### config.mk
export PLATFORM = sky130hd
export DESIGN_NAME = h6_seq_driver_flat
export DESIGN_NICKNAME = d
export VERILOG_FILES = /design/src/rtl/h6_seq_driver_if.sv /design/src/rtl/h6_seq_driver.sv /design/src/flat_wrapper.sv
export SDC_FILE = /design/constraint.sdc
export NUM_CORES = 1
export LEC_CHECK = 0
export CORE_MARGIN = 1
export CORE_UTILIZATION = 45
export DETAILED_ROUTE_END_ITERATION = 12
export PLACE_DENSITY = 0.76
export RECOVER_POWER = 50
export SETUP_SLACK_MARGIN = 0.2
export SLEW_MARGIN = 5
export SYNTH_ARGS = -nofsm -noshare
export SYNTH_HDL_FRONTEND = slang
export SYNTH_SLANG_ARGS = --single-unit
### constraint.sdc
create_clock -name CLK_50 -period 4.4 [get_ports CLK_50]
set_input_delay 1.1 -clock CLK_50 [delete_from_list [all_inputs] [get_ports CLK_50]]
set_output_delay 1.1 -clock CLK_50 [all_outputs]
set_load 0.02 [all_outputs]
### src/rtl/h6_seq_driver_if.sv
// ============================================================================
// Module   : h6_seq_driver_if
// Brief    : Handshake, key-line and result bus bundle between the datapath
//            controller, the H6 sequencer and the H6 wrapper.
// Revision : 1.0 - initial release
// ============================================================================
`default_nettype none

interface h6_seq_driver_if;
    logic        start;
    logic        abort;
    logic [15:0] op_m;
    logic [15:0] op_q;
    logic [15:0] key_out;
    logic        inTWO;
    logic        inTHREE;
    logic        inFOUR;
    logic        inQLK;
    logic [15:0] A_mul_bus;
    logic [15:0] Q_mul_bus;
    logic        alu_carryOut;
    logic        alu_overflowOut;
    logic        busy;
    logic        done;
    logic [15:0] res_a;
    logic [15:0] res_q;
    logic        res_c;
    logic        res_v;
    logic [15:0] op_count;
    logic        sticky_v;

    // The sequencer is the master: it drives the H6 keys and the result side
    modport master (
        input  start, abort, op_m, op_q,
        input  A_mul_bus, Q_mul_bus, alu_carryOut, alu_overflowOut,
        output key_out, inTWO, inTHREE, inFOUR, inQLK,
        output busy, done, res_a, res_q, res_c, res_v, op_count, sticky_v
    );

    modport slave (
        output start, abort, op_m, op_q,
        output A_mul_bus, Q_mul_bus, alu_carryOut, alu_overflowOut,
        input  key_out, inTWO, inTHREE, inFOUR, inQLK,
        input  busy, done, res_a, res_q, res_c, res_v, op_count, sticky_v
    );
endinterface

`default_nettype wire

### src/rtl/h6_seq_driver.sv
// ============================================================================
// Module   : h6_seq_driver
// Brief    : Replays the H6 operator key/strobe sequence for one 16x16 multiply
//            and captures the result. Optional macro H6_SEQ_OPCNT_EN adds an
//            operation counter and a sticky overflow flag.
// Revision : 1.0 - initial release
// ============================================================================
`default_nettype none

module h6_seq_driver #(
    parameter int HOLD_CYC   = 4,
    parameter int GAP_CYC    = 2,
    parameter int STEP_CNT   = 16,
    parameter int SETTLE_CYC = 2
) (
    input  logic            CLK_50,
    input  logic            Rst,
    h6_seq_driver_if.master h6
);

    localparam int C_MAX_A = (HOLD_CYC > GAP_CYC) ? HOLD_CYC : GAP_CYC;
    localparam int C_MAX   = (C_MAX_A > SETTLE_CYC) ? C_MAX_A : SETTLE_CYC;
    localparam int CNT_W   = $clog2(C_MAX + 1);
    localparam int C_SET_M1 = (SETTLE_CYC > 0) ? SETTLE_CYC - 1 : 0;

    localparam logic [CNT_W-1:0] C_HOLD_M1 = CNT_W'(HOLD_CYC - 1);
    localparam logic [CNT_W-1:0] C_GAP_M1  = CNT_W'(GAP_CYC - 1);
    localparam logic [CNT_W-1:0] C_SETL_M1 = CNT_W'(C_SET_M1);
    localparam logic [7:0]       C_STEPS   = 8'(STEP_CNT);

    typedef enum logic [3:0] {
        IDLE     = 4'd0,
        LOAD_M   = 4'd1,
        COMMIT_M = 4'd2,
        LOAD_Q   = 4'd3,
        COMMIT_Q = 4'd4,
        RUN      = 4'd5,
        STEP     = 4'd6,
        SETTLE   = 4'd7,
        CAPTURE  = 4'd8
    } state_t;

    state_t           state_q, state_d;
    logic             hold_q, hold_d;
    logic [CNT_W-1:0] cnt_q, cnt_d;
    logic [1:0]       nib_q, nib_d;
    logic [7:0]       step_q, step_d;
    logic [15:0]      m_q, m_d, q_q, q_d;
    logic [15:0]      key_out_q, key_out_d;
    logic             two_q, two_d, three_q, three_d;
    logic             four_q, four_d, qlk_q, qlk_d;
    logic             busy_q, busy_d, done_q, done_d;
    logic [15:0]      res_a_q, res_a_d, res_q_q, res_q_d;
    logic             res_c_q, res_c_d, res_v_q, res_v_d;
    logic [15:0]      w_op;
    logic [15:0]      w_sh;

    // Next-state logic: each key/strobe slot is a hold phase then a gap phase
    always_comb begin
        state_d = state_q;
        hold_d  = hold_q;
        cnt_d   = cnt_q;
        nib_d   = nib_q;
        step_d  = step_q;
        m_d     = m_q;
        q_d     = q_q;
        if (h6.abort) begin
            state_d = IDLE;
        end else begin
            case (state_q)
                IDLE: begin
                    if (h6.start) begin
                        m_d     = h6.op_m;
                        q_d     = h6.op_q;
                        state_d = LOAD_M;
                        hold_d  = 1'b1;
                        cnt_d   = C_HOLD_M1;
                        nib_d   = 2'd0;
                    end
                end
                LOAD_M, COMMIT_M, LOAD_Q, COMMIT_Q, RUN: begin
                    if (cnt_q != '0) begin
                        cnt_d = cnt_q - CNT_W'(1);
                    end else if (hold_q) begin
                        hold_d = 1'b0;
                        cnt_d  = C_GAP_M1;
                    end else begin
                        hold_d = 1'b1;
                        cnt_d  = C_HOLD_M1;
                        case (state_q)
                            LOAD_M: begin
                                if (nib_q == 2'd3) state_d = COMMIT_M;
                                else               nib_d   = nib_q + 2'd1;
                            end
                            COMMIT_M: begin
                                state_d = LOAD_Q;
                                nib_d   = 2'd0;
                            end
                            LOAD_Q: begin
                                if (nib_q == 2'd3) state_d = COMMIT_Q;
                                else               nib_d   = nib_q + 2'd1;
                            end
                            COMMIT_Q: state_d = RUN;
                            default: begin
                                state_d = STEP;
                                step_d  = C_STEPS;
                            end
                        endcase
                    end
                end
                STEP: begin
                    if (hold_q) begin
                        hold_d = 1'b0;
                    end else begin
                        step_d = step_q - 8'd1;
                        if (step_q == 8'd1) begin
                            state_d = (SETTLE_CYC == 0) ? CAPTURE : SETTLE;
                            cnt_d   = C_SETL_M1;
                        end else begin
                            hold_d = 1'b1;
                        end
                    end
                end
                SETTLE: begin
                    if (cnt_q != '0) cnt_d = cnt_q - CNT_W'(1);
                    else             state_d = CAPTURE;
                end
                default: state_d = IDLE;
            endcase
        end
    end

    // Outputs are decoded from the next state so they are registered with it
    always_comb begin
        w_op      = (state_d == LOAD_M) ? m_d : q_d;
        w_sh      = w_op >> {2'd3 - nib_d, 2'b00};
        key_out_d = (hold_d && (state_d == LOAD_M || state_d == LOAD_Q))
                    ? (16'd1 << w_sh[3:0]) : 16'd0;
        two_d     = hold_d && (state_d == COMMIT_M);
        three_d   = hold_d && (state_d == COMMIT_Q);
        four_d    = hold_d && (state_d == RUN);
        qlk_d     = hold_d && (state_d == STEP);
        busy_d    = (state_d != IDLE) && (state_d != CAPTURE);
        done_d    = (state_d == CAPTURE);
        res_a_d   = done_d ? h6.A_mul_bus       : res_a_q;
        res_q_d   = done_d ? h6.Q_mul_bus       : res_q_q;
        res_c_d   = done_d ? h6.alu_carryOut    : res_c_q;
        res_v_d   = done_d ? h6.alu_overflowOut : res_v_q;
    end

    always_ff @(posedge CLK_50 or negedge Rst) begin
        if (!Rst) begin
            state_q   <= IDLE;
            hold_q    <= 1'b0;
            cnt_q     <= '0;
            nib_q     <= 2'd0;
            step_q    <= 8'd0;
            m_q       <= 16'd0;
            q_q       <= 16'd0;
            key_out_q <= 16'd0;
            two_q     <= 1'b0;
            three_q   <= 1'b0;
            four_q    <= 1'b0;
            qlk_q     <= 1'b0;
            busy_q    <= 1'b0;
            done_q    <= 1'b0;
            res_a_q   <= 16'd0;
            res_q_q   <= 16'd0;
            res_c_q   <= 1'b0;
            res_v_q   <= 1'b0;
        end else begin
            state_q   <= state_d;
            hold_q    <= hold_d;
            cnt_q     <= cnt_d;
            nib_q     <= nib_d;
            step_q    <= step_d;
            m_q       <= m_d;
            q_q       <= q_d;
            key_out_q <= key_out_d;
            two_q     <= two_d;
            three_q   <= three_d;
            four_q    <= four_d;
            qlk_q     <= qlk_d;
            busy_q    <= busy_d;
            done_q    <= done_d;
            res_a_q   <= res_a_d;
            res_q_q   <= res_q_d;
            res_c_q   <= res_c_d;
            res_v_q   <= res_v_d;
        end
    end

    assign h6.key_out = key_out_q;
    assign h6.inTWO   = two_q;
    assign h6.inTHREE = three_q;
    assign h6.inFOUR  = four_q;
    assign h6.inQLK   = qlk_q;
    assign h6.busy    = busy_q;
    assign h6.done    = done_q;
    assign h6.res_a   = res_a_q;
    assign h6.res_q   = res_q_q;
    assign h6.res_c   = res_c_q;
    assign h6.res_v   = res_v_q;

`ifdef H6_SEQ_OPCNT_EN
    logic [15:0] op_count_q, op_count_d;
    logic        sticky_v_q, sticky_v_d;

    // Aborts never reach CAPTURE, so they are excluded automatically
    always_comb begin
        op_count_d = op_count_q;
        sticky_v_d = sticky_v_q;
        if (state_d == CAPTURE) begin
            if (op_count_q != 16'hFFFF) op_count_d = op_count_q + 16'd1;
            if (h6.alu_overflowOut)     sticky_v_d = 1'b1;
        end
    end

    always_ff @(posedge CLK_50 or negedge Rst) begin
        if (!Rst) begin
            op_count_q <= 16'd0;
            sticky_v_q <= 1'b0;
        end else begin
            op_count_q <= op_count_d;
            sticky_v_q <= sticky_v_d;
        end
    end

    assign h6.op_count = op_count_q;
    assign h6.sticky_v = sticky_v_q;
`else
    assign h6.op_count = 16'd0;
    assign h6.sticky_v = 1'b0;
`endif

endmodule

`default_nettype wire
### src/flat_wrapper.sv
// flat-port wrapper written by rule: the top's interface ports become plain ports
module h6_seq_driver_flat 
#(
    parameter int HOLD_CYC   = 4,
    parameter int GAP_CYC    = 2,
    parameter int STEP_CNT   = 16,
    parameter int SETTLE_CYC = 2
)
  (CLK_50, Rst, h6_start, h6_abort, h6_op_m, h6_op_q, h6_A_mul_bus, h6_Q_mul_bus, h6_alu_carryOut, h6_alu_overflowOut, h6_key_out, h6_inTWO, h6_inTHREE, h6_inFOUR, h6_inQLK, h6_busy, h6_done, h6_res_a, h6_res_q, h6_res_c, h6_res_v, h6_op_count, h6_sticky_v);
  h6_seq_driver_if h6_i ();
  input  logic CLK_50;
  input  logic Rst;
  input wire logic [$bits(h6_i.start)-1:0] h6_start;
  input wire logic [$bits(h6_i.abort)-1:0] h6_abort;
  input wire logic [$bits(h6_i.op_m)-1:0] h6_op_m;
  input wire logic [$bits(h6_i.op_q)-1:0] h6_op_q;
  input wire logic [$bits(h6_i.A_mul_bus)-1:0] h6_A_mul_bus;
  input wire logic [$bits(h6_i.Q_mul_bus)-1:0] h6_Q_mul_bus;
  input wire logic [$bits(h6_i.alu_carryOut)-1:0] h6_alu_carryOut;
  input wire logic [$bits(h6_i.alu_overflowOut)-1:0] h6_alu_overflowOut;
  output wire logic [$bits(h6_i.key_out)-1:0] h6_key_out;
  output wire logic [$bits(h6_i.inTWO)-1:0] h6_inTWO;
  output wire logic [$bits(h6_i.inTHREE)-1:0] h6_inTHREE;
  output wire logic [$bits(h6_i.inFOUR)-1:0] h6_inFOUR;
  output wire logic [$bits(h6_i.inQLK)-1:0] h6_inQLK;
  output wire logic [$bits(h6_i.busy)-1:0] h6_busy;
  output wire logic [$bits(h6_i.done)-1:0] h6_done;
  output wire logic [$bits(h6_i.res_a)-1:0] h6_res_a;
  output wire logic [$bits(h6_i.res_q)-1:0] h6_res_q;
  output wire logic [$bits(h6_i.res_c)-1:0] h6_res_c;
  output wire logic [$bits(h6_i.res_v)-1:0] h6_res_v;
  output wire logic [$bits(h6_i.op_count)-1:0] h6_op_count;
  output wire logic [$bits(h6_i.sticky_v)-1:0] h6_sticky_v;
  assign h6_i.start = h6_start;
  assign h6_i.abort = h6_abort;
  assign h6_i.op_m = h6_op_m;
  assign h6_i.op_q = h6_op_q;
  assign h6_i.A_mul_bus = h6_A_mul_bus;
  assign h6_i.Q_mul_bus = h6_Q_mul_bus;
  assign h6_i.alu_carryOut = h6_alu_carryOut;
  assign h6_i.alu_overflowOut = h6_alu_overflowOut;
  assign h6_key_out = h6_i.key_out;
  assign h6_inTWO = h6_i.inTWO;
  assign h6_inTHREE = h6_i.inTHREE;
  assign h6_inFOUR = h6_i.inFOUR;
  assign h6_inQLK = h6_i.inQLK;
  assign h6_busy = h6_i.busy;
  assign h6_done = h6_i.done;
  assign h6_res_a = h6_i.res_a;
  assign h6_res_q = h6_i.res_q;
  assign h6_res_c = h6_i.res_c;
  assign h6_res_v = h6_i.res_v;
  assign h6_op_count = h6_i.op_count;
  assign h6_sticky_v = h6_i.sticky_v;
  h6_seq_driver #(.HOLD_CYC(HOLD_CYC), .GAP_CYC(GAP_CYC), .STEP_CNT(STEP_CNT), .SETTLE_CYC(SETTLE_CYC)) u_core (.CLK_50(CLK_50), .Rst(Rst), .h6(h6_i));
endmodule
# Yosys cells after proc, flatten, opt, wreduce, memory -nomap -nowiden
# Cells that the tools add are included.
[op_classes]
addsub = 4
n_eq_ne = 24
shifts = 2
mux = 45
bitwise = 1
n_reduce_logical = 17
[op_table]
columns = ["cell", "n"]
rows = [
  ["$mux W16", 8],
  ["$mux W4", 9],
  ["$mux W8", 4],
  ["$pmux W4 S4", 2],
  ["$eq A4 B3 Y1 const B", 7],
  ["$eq A4 B2 Y1 const B", 4],
  ["$pmux W8 S2", 1],
  ["$shl A1 B4 Y16 const A", 1],
  ["$shr A16 B4 Y4", 1],
  ["$mux W3", 5],
  ["$mux W2", 6],
  ["$pmux W3 S4", 1],
  ["$reduce_and A6 Y1", 2],
  ["$ne A2 B2 Y1 const B", 5],
  ["$eq A4 B1 Y1 const B", 2],
  ["$eq A8 B1 Y1 const B", 1],
  ["$pmux W2 S2", 2],
  ["$reduce_bool A4 Y1", 2],
  ["$sub A8 B1 Y8 const B", 1],
  ["$logic_and A1 B1 Y1", 6],
  ["$mux W1", 6],
  ["$reduce_or A5 Y1", 1],
  ["$eq A4 B4 Y1 const B", 1],
  ["$logic_not A4 Y1", 1],
  ["other kinds (13)", 14],
]
[word_totals]
regBits = 106
input_bits = 70
out_inout_bits = 73
word_cells = 111

# Logic depth before layout (Yosys ltp)
# Gate-level depths: netlist of the first run.
[depth]
word_depth = 12
depth_mapped = 14
ltp_nobuf = 12

# Worst setup path before layout of the first run
# No wires, ideal clock.
[synth_timing]
kind = "input to register"
startpoint = "input port h6_abort"
endpoint = "register u_core.key_out_q[12], in the netlist u_core.h6.key_out[12]"
t_arrival_ps = 3389
t_required_ps = 4327
slack_ps = 938
cell_stages = 11
path_buffers = 3
path_cell_list = "or4_4 > or2_4 > buf_6 > buf_8 > buf_12 > mux2_4 > nor4b_2 > a21oi_1 > a21o_1 > a21boi_2 > nor2b_1"
[synth_rtl]
columns = ["item", "line", "rtl"]
rows = [
  ["start, declared", "flat_wrapper.sv:14", "input wire logic [$bits(h6_i.abort)-1:0] h6_abort;"],
  ["$mux W16", "h6_seq_driver.sv:67", "if (h6.abort) begin"],
  ["named net u_core.m_d[1]", "h6_seq_driver.sv:48", "logic [15:0] m_q, m_d, q_q, q_d;"],
  ["$mux W16", "h6_seq_driver.sv:135", "w_op = (state_d == LOAD_M) ? m_d : q_d;"],
  ["$shr A16 B4 Y4", "h6_seq_driver.sv:136", "w_sh = w_op >> {2'd3 - nib_d, 2'b00};"],
  ["$shl A1 B4 Y16", "h6_seq_driver.sv:138", "? (16'd1 << w_sh[3:0]) : 16'd0;"],
  ["$mux W16", "h6_seq_driver.sv:138", ""],
  ["named net u_core.key_out_d[12]", "h6_seq_driver.sv:49", "logic [15:0] key_out_q, key_out_d;"],
  ["end signal, assigned", "h6_seq_driver.sv:179", "key_out_q <= key_out_d;"],
  ["end, declared", "h6_seq_driver.sv:49", ""],
]
# The timed path passes the listed nets, and every way through them passes these cells.
# A chain may end at the register's enable or synchronous reset.

# Final worst setup path of the first run
[layout_timing]
startpoint = "input port h6_abort"
endpoint = "register u_core.key_out_q[1], in the netlist u_core.h6.key_out[1]"
[layout_rtl]
columns = ["item", "line"]
rows = [
  ["$mux W16", "h6_seq_driver.sv:67"],
  ["named net u_core.q_d[6]", "h6_seq_driver.sv:48"],
  ["$mux W16", "h6_seq_driver.sv:135"],
  ["$shr A16 B4 Y4", "h6_seq_driver.sv:136"],
  ["$shl A1 B4 Y16", "h6_seq_driver.sv:138"],
  ["$mux W16", "h6_seq_driver.sv:138"],
  ["named net u_core.key_out_d[1]", "h6_seq_driver.sv:49"],
]
# The timed path passes the listed nets, and every way through them passes these cells.

==> metrics.txt, run 1 <==
syn_area_per_cell 11.6 sq um; die span in y 108 um; Seq/Total Area, Yosys 52.4%; PwrDens 321 nW/um^2; cell area after synthesis 5060 sq um; Hold WS 0.496 ns; crit end category flop; CTS Sinks 106; min-delay worst type flop to flop; Setup TNS Final 0 ns; Distinct cells, synth 63; initial antenna violation count 0; total core area 10900 sq um; CTS tree yes; GRT Util Overall 20.5%; CTS Buf Count 9; data required time of the critical path 4.71 ns; ant diodes 0; row count 38; Worst-path clk slew 0.10 ns; Yosys reg bits 106; Overflow after GRT 0; Clock Latency Late Sink 0.37 ns; Final setup viols 0; final max-slew violation count 34; antenna-violating nets left 0; drt first pass iters 4; actual slew at the worst max-slew pin 1.77 ns; synthesized instance count 436; CTS max path bufs 2; Peak VDD IR 171 uV; Worst setup SP type input pin; Final HPWL DP 8290 um; static leakage 2.94 nW; status complete, but fails checks; RSZ-0062 raised after global routing false; Hold Crit Depth 1; Post-Route WL 11300 um; final clock period utilization by the worst path 89.2%; Rel. slew slack -17.8%; Yosys top cell area share 52.4%; fin nets 630; Hold Violations, Final 0; layout cell share with drive strength beyond 1 17.6%; via count 3730; Period minus WS final 3.93 ns; synth top area cells dfrtp_1 52%, mux2_2 12%, nor2_1 2.6%; kind of critical path input pin to flop; vias in the first global route 3846; PostCTS Resize Cnt 0; IO Count 143; Synth area leader dfrtp_1; wire length per cell 16.2 um; crit-path max FO 40; asr flop ratio synth 100%; CTS Hold Bufs 0; buffers added on ports 125; final cell count without fillers 701; Final Wtd Congestion 0.873; Vias/cell 5.32; failing checks capacitance limit, slew limit; initial drt markers 178; Initial Utilization 46.5%; f_max 0.255 GHz; first-pass GRT wire length 18500 um; CTS H-tree depth 3; Primary FF master, synth dfrtp_1; worst reg-to-reg path cell count 11; EDFF count, synth 0; clk_skew 0.00962 ns; die area 11700 sq um; largest net degree at the start of global routing 41; # Max-Cap Violations 1; die width 108 um; yosys warns 0; # DRC 0; number of setup buffers added after CTS 0; clk root buf clkbuf_8; Inst Count DP 685; Crit path arrival time 4.24 ns; area grow syn2layout 28.7%
==> stage by stage <==
step / setup WS [ns] / area [sq um] / total power [mW] / utilization (%)
floorplan: 0.938 / 5120 / 1.39 / -
global placement: 0.256 / 6340 / 1.53 / 58.2
detailed placement: 0.214 / 6340 / 1.54 / 58.2
CTS: 0.619 / 6530 / 2.12 / 59.9
global route: 0.358 / 6510 / 2.20 / 59.8
finish: 0.474 / 6510 / 2.09 / 59.8
==> power by group <==
| part | internal [mW] | switching, mW |
|---|---|---|
| Combinational | 0.207 | 0.223 |
| Clock | 0.227 | 0.347 |
| Sequential | 1.05 | 0.0331 |
| Total | 1.49 | 0.603 |
==> cell type report <==
cell class                 instances  area [sq um]
clock buffer                      10           138
sequential                       106          2650
tap                              140           175
clock inverter                     6          50.0
inverter                          10          37.5
timing repair buffer             130          1280
fill                             913          4370
multi-input combinational        299          2180
==> synthesized netlist by cell type (3+ instances only) <==
| cell type | count |
|---|---|
| dfrtp_1 | 106 |
| mux2_2 | 56 |
| nor2_1 | 35 |
| o21ai_0 | 21 |
| a21oi_1 | 20 |
| buf_4 | 17 |
| nor3_1 | 17 |
| clkbuf_1 | 12 |
| nand2_1 | 12 |
| inv_1 | 10 |
| mux2i_1 | 10 |
| and2_1 | 9 |
| nand2b_1 | 8 |
| nor2b_1 | 8 |
| mux2_4 | 7 |
| nor4_1 | 5 |
| or3_1 | 5 |
| a2111oi_0 | 4 |
| ha_1 | 4 |
| mux2_1 | 4 |
| or2_2 | 4 |
| a21o_1 | 3 |
| buf_2 | 3 |
| nand3_1 | 3 |
| o211ai_1 | 3 |
| o31ai_1 | 3 |
| or4_1 | 3 |
==> kinds of logic (layout without fill, tap and decap cells) <==
group | Yosys count | in the layout | synth area share (%)
other | 1 | 17 | 0.0741
xor gates and xnor gates | 1 | 1 | 0.173
AOI/OAI and AO/OA | 75 | 75 | 9.72
muxes | 77 | 77 | 17.4
buffers and inverters | 47 | 156 | 5.66
DFF | 106 | 106 | 52.4
adders and majority gates | 4 | 4 | 0.989
and+or+nand+nor | 125 | 125 | 13.6
==> worst paths after layout <==
kind	from	slack, ns	endpoint
setup / recovery	h6_abort	0.47	u_core.h6.key_out[1]
hold / removal	u_core.cnt_q[0]	0.50	u_core.cnt_q[0]
setup reg to reg	u_core.cnt_q[0]	0.72	u_core.h6.key_out[8]
hold reg to reg	u_core.cnt_q[0]	0.50	u_core.cnt_q[0]
max in group asynchronous	Rst	1.44	u_core.h6.key_out[1]
min in group asynchronous	Rst	1.18	u_core.q_q[11]
==> layer usage <==
layer | part of all wire [%] | wire (um) | global-route usage, %
met1 | 43 | 4830 | 26.9
met2 | 48 | 5500 | 32.8
met3 | 7.5 | 855 | 5.67
met4 | 1.4 | 154 | 6.36
met5 | 0 | 0 | 0
==> sequential cells by signal, summed over array words and instances, names as in the netlist, 2 cells and up <==
register	count
u_core.cnt_q	3
u_core.h6.res_q	16
u_core.m_q	16
u_core.state_q	4
u_core.h6.res_a	16
u_core.h6.key_out	16
u_core.nib_q	2
u_core.q_q	16
u_core.step_q	8
==> worst max-delay path: stages <==
cell	delay, ns
dlygate4sd3_1	0.63
or4_4	0.57
or2_4	0.42
mux2_1	0.40
mux2i_1	0.22
mux2i_1	0.10
mux2_2	0.31
nor2b_2	0.16
nor2b_1	0.17
and2_1	0.13
==> cells in the final DEF (no fill, tap or decap), types with 12 or more instances in the layout <==
cell type	n
a21oi_1	20
clkdlybuf4s50_1	99
conb_1	17
dfrtp_1	106
dlygate4sd3_1	25
mux2_2	56
nand2_1	12
nor2_1	35
nor3_1	16
o21ai_0	21
No activity file was read; power rests on OpenSTA's default activity.
==> run 2, diff against run 1 <==
--- a/config.mk
+++ b/config.mk
@@ -5,10 +5,13 @@
 export SDC_FILE = /design/constraint.sdc
 export NUM_CORES = 1
 export LEC_CHECK = 0
+export CELL_PAD_IN_SITES_DETAIL_PLACEMENT = 2
+export CELL_PAD_IN_SITES_GLOBAL_PLACEMENT = 2
 export CORE_MARGIN = 1
-export CORE_UTILIZATION = 45
+export CORE_UTILIZATION = 30
 export DETAILED_ROUTE_END_ITERATION = 12
-export PLACE_DENSITY = 0.76
+export GPL_ROUTABILITY_DRIVEN = 0
+export PLACE_DENSITY_LB_ADDON = 0.1
 export RECOVER_POWER = 50
 export SETUP_SLACK_MARGIN = 0.2
 export SLEW_MARGIN = 5
==> metrics.txt, run 2 (same netlist as run 1, synthesis figures left out) <==
Setup TNS Final 0 ns; most common cell after layout, fill and taps aside dfrtp_1; clk root buf clkbuf_16; initial antenna violation count 0; Hold Violations, Final 0; min-delay src u_core.cnt_q[0]; design area 6750 sq um; PwrDens 344 nW/um^2; area grow syn2layout 33.3%; combinational share of power 19.3%; Clock power frac 33.8%; Post-Route WL 14500 um; ant diodes 0; DP Worst Slack 0.191 ns; RSZ-0062 raised after global routing false; Crit path arrival time 4.23 ns; IO Count 143; # DRC 0; Worst setup SP type input pin; die span in y 132 um; final clock period utilization by the worst path 89.7%; antenna-violating nets left 0; Worst-path clk slew 0.07 ns; placed inst area 6470 sq um; Final HPWL DP 10500 um; number of setup buffers added after CTS 0; min-delay worst type flop to flop; most frequent cells in the layout 106 x dfrtp_1, 99 x clkdlybuf4s50_1, 56 x mux2_2; GRT Util Overall 17.4%; row count 47; actual slew at the worst max-slew pin 2.94 ns; Peak VDD IR 170 uV; Switching Share 27.4%; f_max 0.253 GHz; Final Util 40.8%; failing checks capacitance limit, slew limit; Int Power 1.68 mW; total core area 16500 sq um; Vias/cell 4.80; PostCTS Resize Cnt 0; post-route setup slack 0.452 ns; sequential share of power 46.9%; fin nets 633; Setup crit start h6_abort; CTS Hold Bufs 0; Period minus WS final 3.95 ns; largest net degree at the start of global routing 59; first-pass GRT wire length 23400 um; die area 17400 sq um; CTS tree yes; CTS max path bufs 2; initial drt markers 175; crit-path max FO 40; vias in the first global route 4216; kind of critical path input pin to flop; Rel. slew slack -95.8%; Initial Utilization 30.6%; layout cell share with drive strength beyond 1 17.7%; status complete, but fails checks; final max-slew violation count 49; static leakage 3.00 nW; clk_skew 0.00868 ns; drt first pass iters 4; Overflow after GRT 0; crit end category flop; CTS H-tree depth 3; buffers added on ports 125; CTS Buf Count 9; wire length per cell 18.4 um; Clock Latency Late Sink 0.35 ns; fill count 1732; via count 3767; FF-to-FF Start u_core.cnt_q[0]; data required time of the critical path 4.68 ns; Final setup viols 0; Total Power 2.32 mW; Switch Pwr 637 uW; # Max-Cap Violations 1; CTS Sinks 106; die width 132 um
[run 2: cell types whose count changed in the layout (fill, tap and decap cells not counted), sizes merged]
| cell | previous run | this run |
|---|---|---|
| clkinvlp | 1 | 0 |
| buf | 3 | 8 |
| clkinv | 4 | 2 |
| clkbuf | 13 | 14 |
[run 2: path summary, 6_finish.rpt]
| path | endpoint | slack (ns) | cells after the start |
|---|---|---|---|
| worst max-delay path | u_core.h6.key_out[12] | 0.45 | 10 |
| worst min-delay path | u_core.cnt_q[0] | 0.49 | 1 |
| worst max register to register | u_core.h6.key_out[8] | 0.68 | 11 |
| worst min register to register | u_core.cnt_q[0] | 0.49 | 1 |
| max in group asynchronous | u_core.h6.key_out[11] | 1.05 | 1 |
| min in group asynchronous | u_core.q_q[8] | 1.70 | 1 |
[run 2: through the flow]
stage                     std cells  hold WS (ns)
after floorplan                 452         0.455
after global placement          768         0.473
after detailed placement        768         0.481
after CTS                       784         0.494
after global routing            784         0.515
final                           784         0.492
[run 2: layout make-up]
cell class | instances | area (sq um) | share of cell area [%]
Multi-Input combinational cell | 299 | 2180 | 32.4
Tap cell | 220 | 275 | 4.08
Sequential cell | 106 | 2650 | 39.3
Inverter | 10 | 37.5 | 0.556
Clock buffer | 13 | 260 | 3.86
Timing Repair Buffer | 133 | 1320 | 19.5
Clock inverter | 3 | 22.5 | 0.334
[run 2: power by group through the flow]
| stage | logic, mW | registers, mW | clock network (mW) |
|---|---|---|---|
| finish | 0.449 | 1.09 | 0.785 |
| global route | 0.492 | 1.10 | 0.861 |
| CTS | 0.461 | 1.09 | 0.827 |
| detailed placement | 0.455 | 1.11 | 0 |
| global placement | 0.440 | 1.10 | 0 |
| floorplan | 0.280 | 1.11 | 0 |
[run 2: routing by layer]
layer	routed length (um)	track usage, %	vias to the layer above
li1	-	-	1757
met1	6410	21.5	1896
met2	6740	28.1	101
met3	1100	6.27	13
met4	204	6.01	0
met5	0	0	-
[run 2: critical path, cell delays in order]
cell and delay [ns]:
dlygate4sd3_1 0.62, or4_4 0.57, or2_4 0.44, mux2_2 0.35, nor3_1 0.21, o22ai_1 0.14, a21o_1 0.22, o31ai_4 0.08
a21boi_2 0.30, nor2b_1 0.17
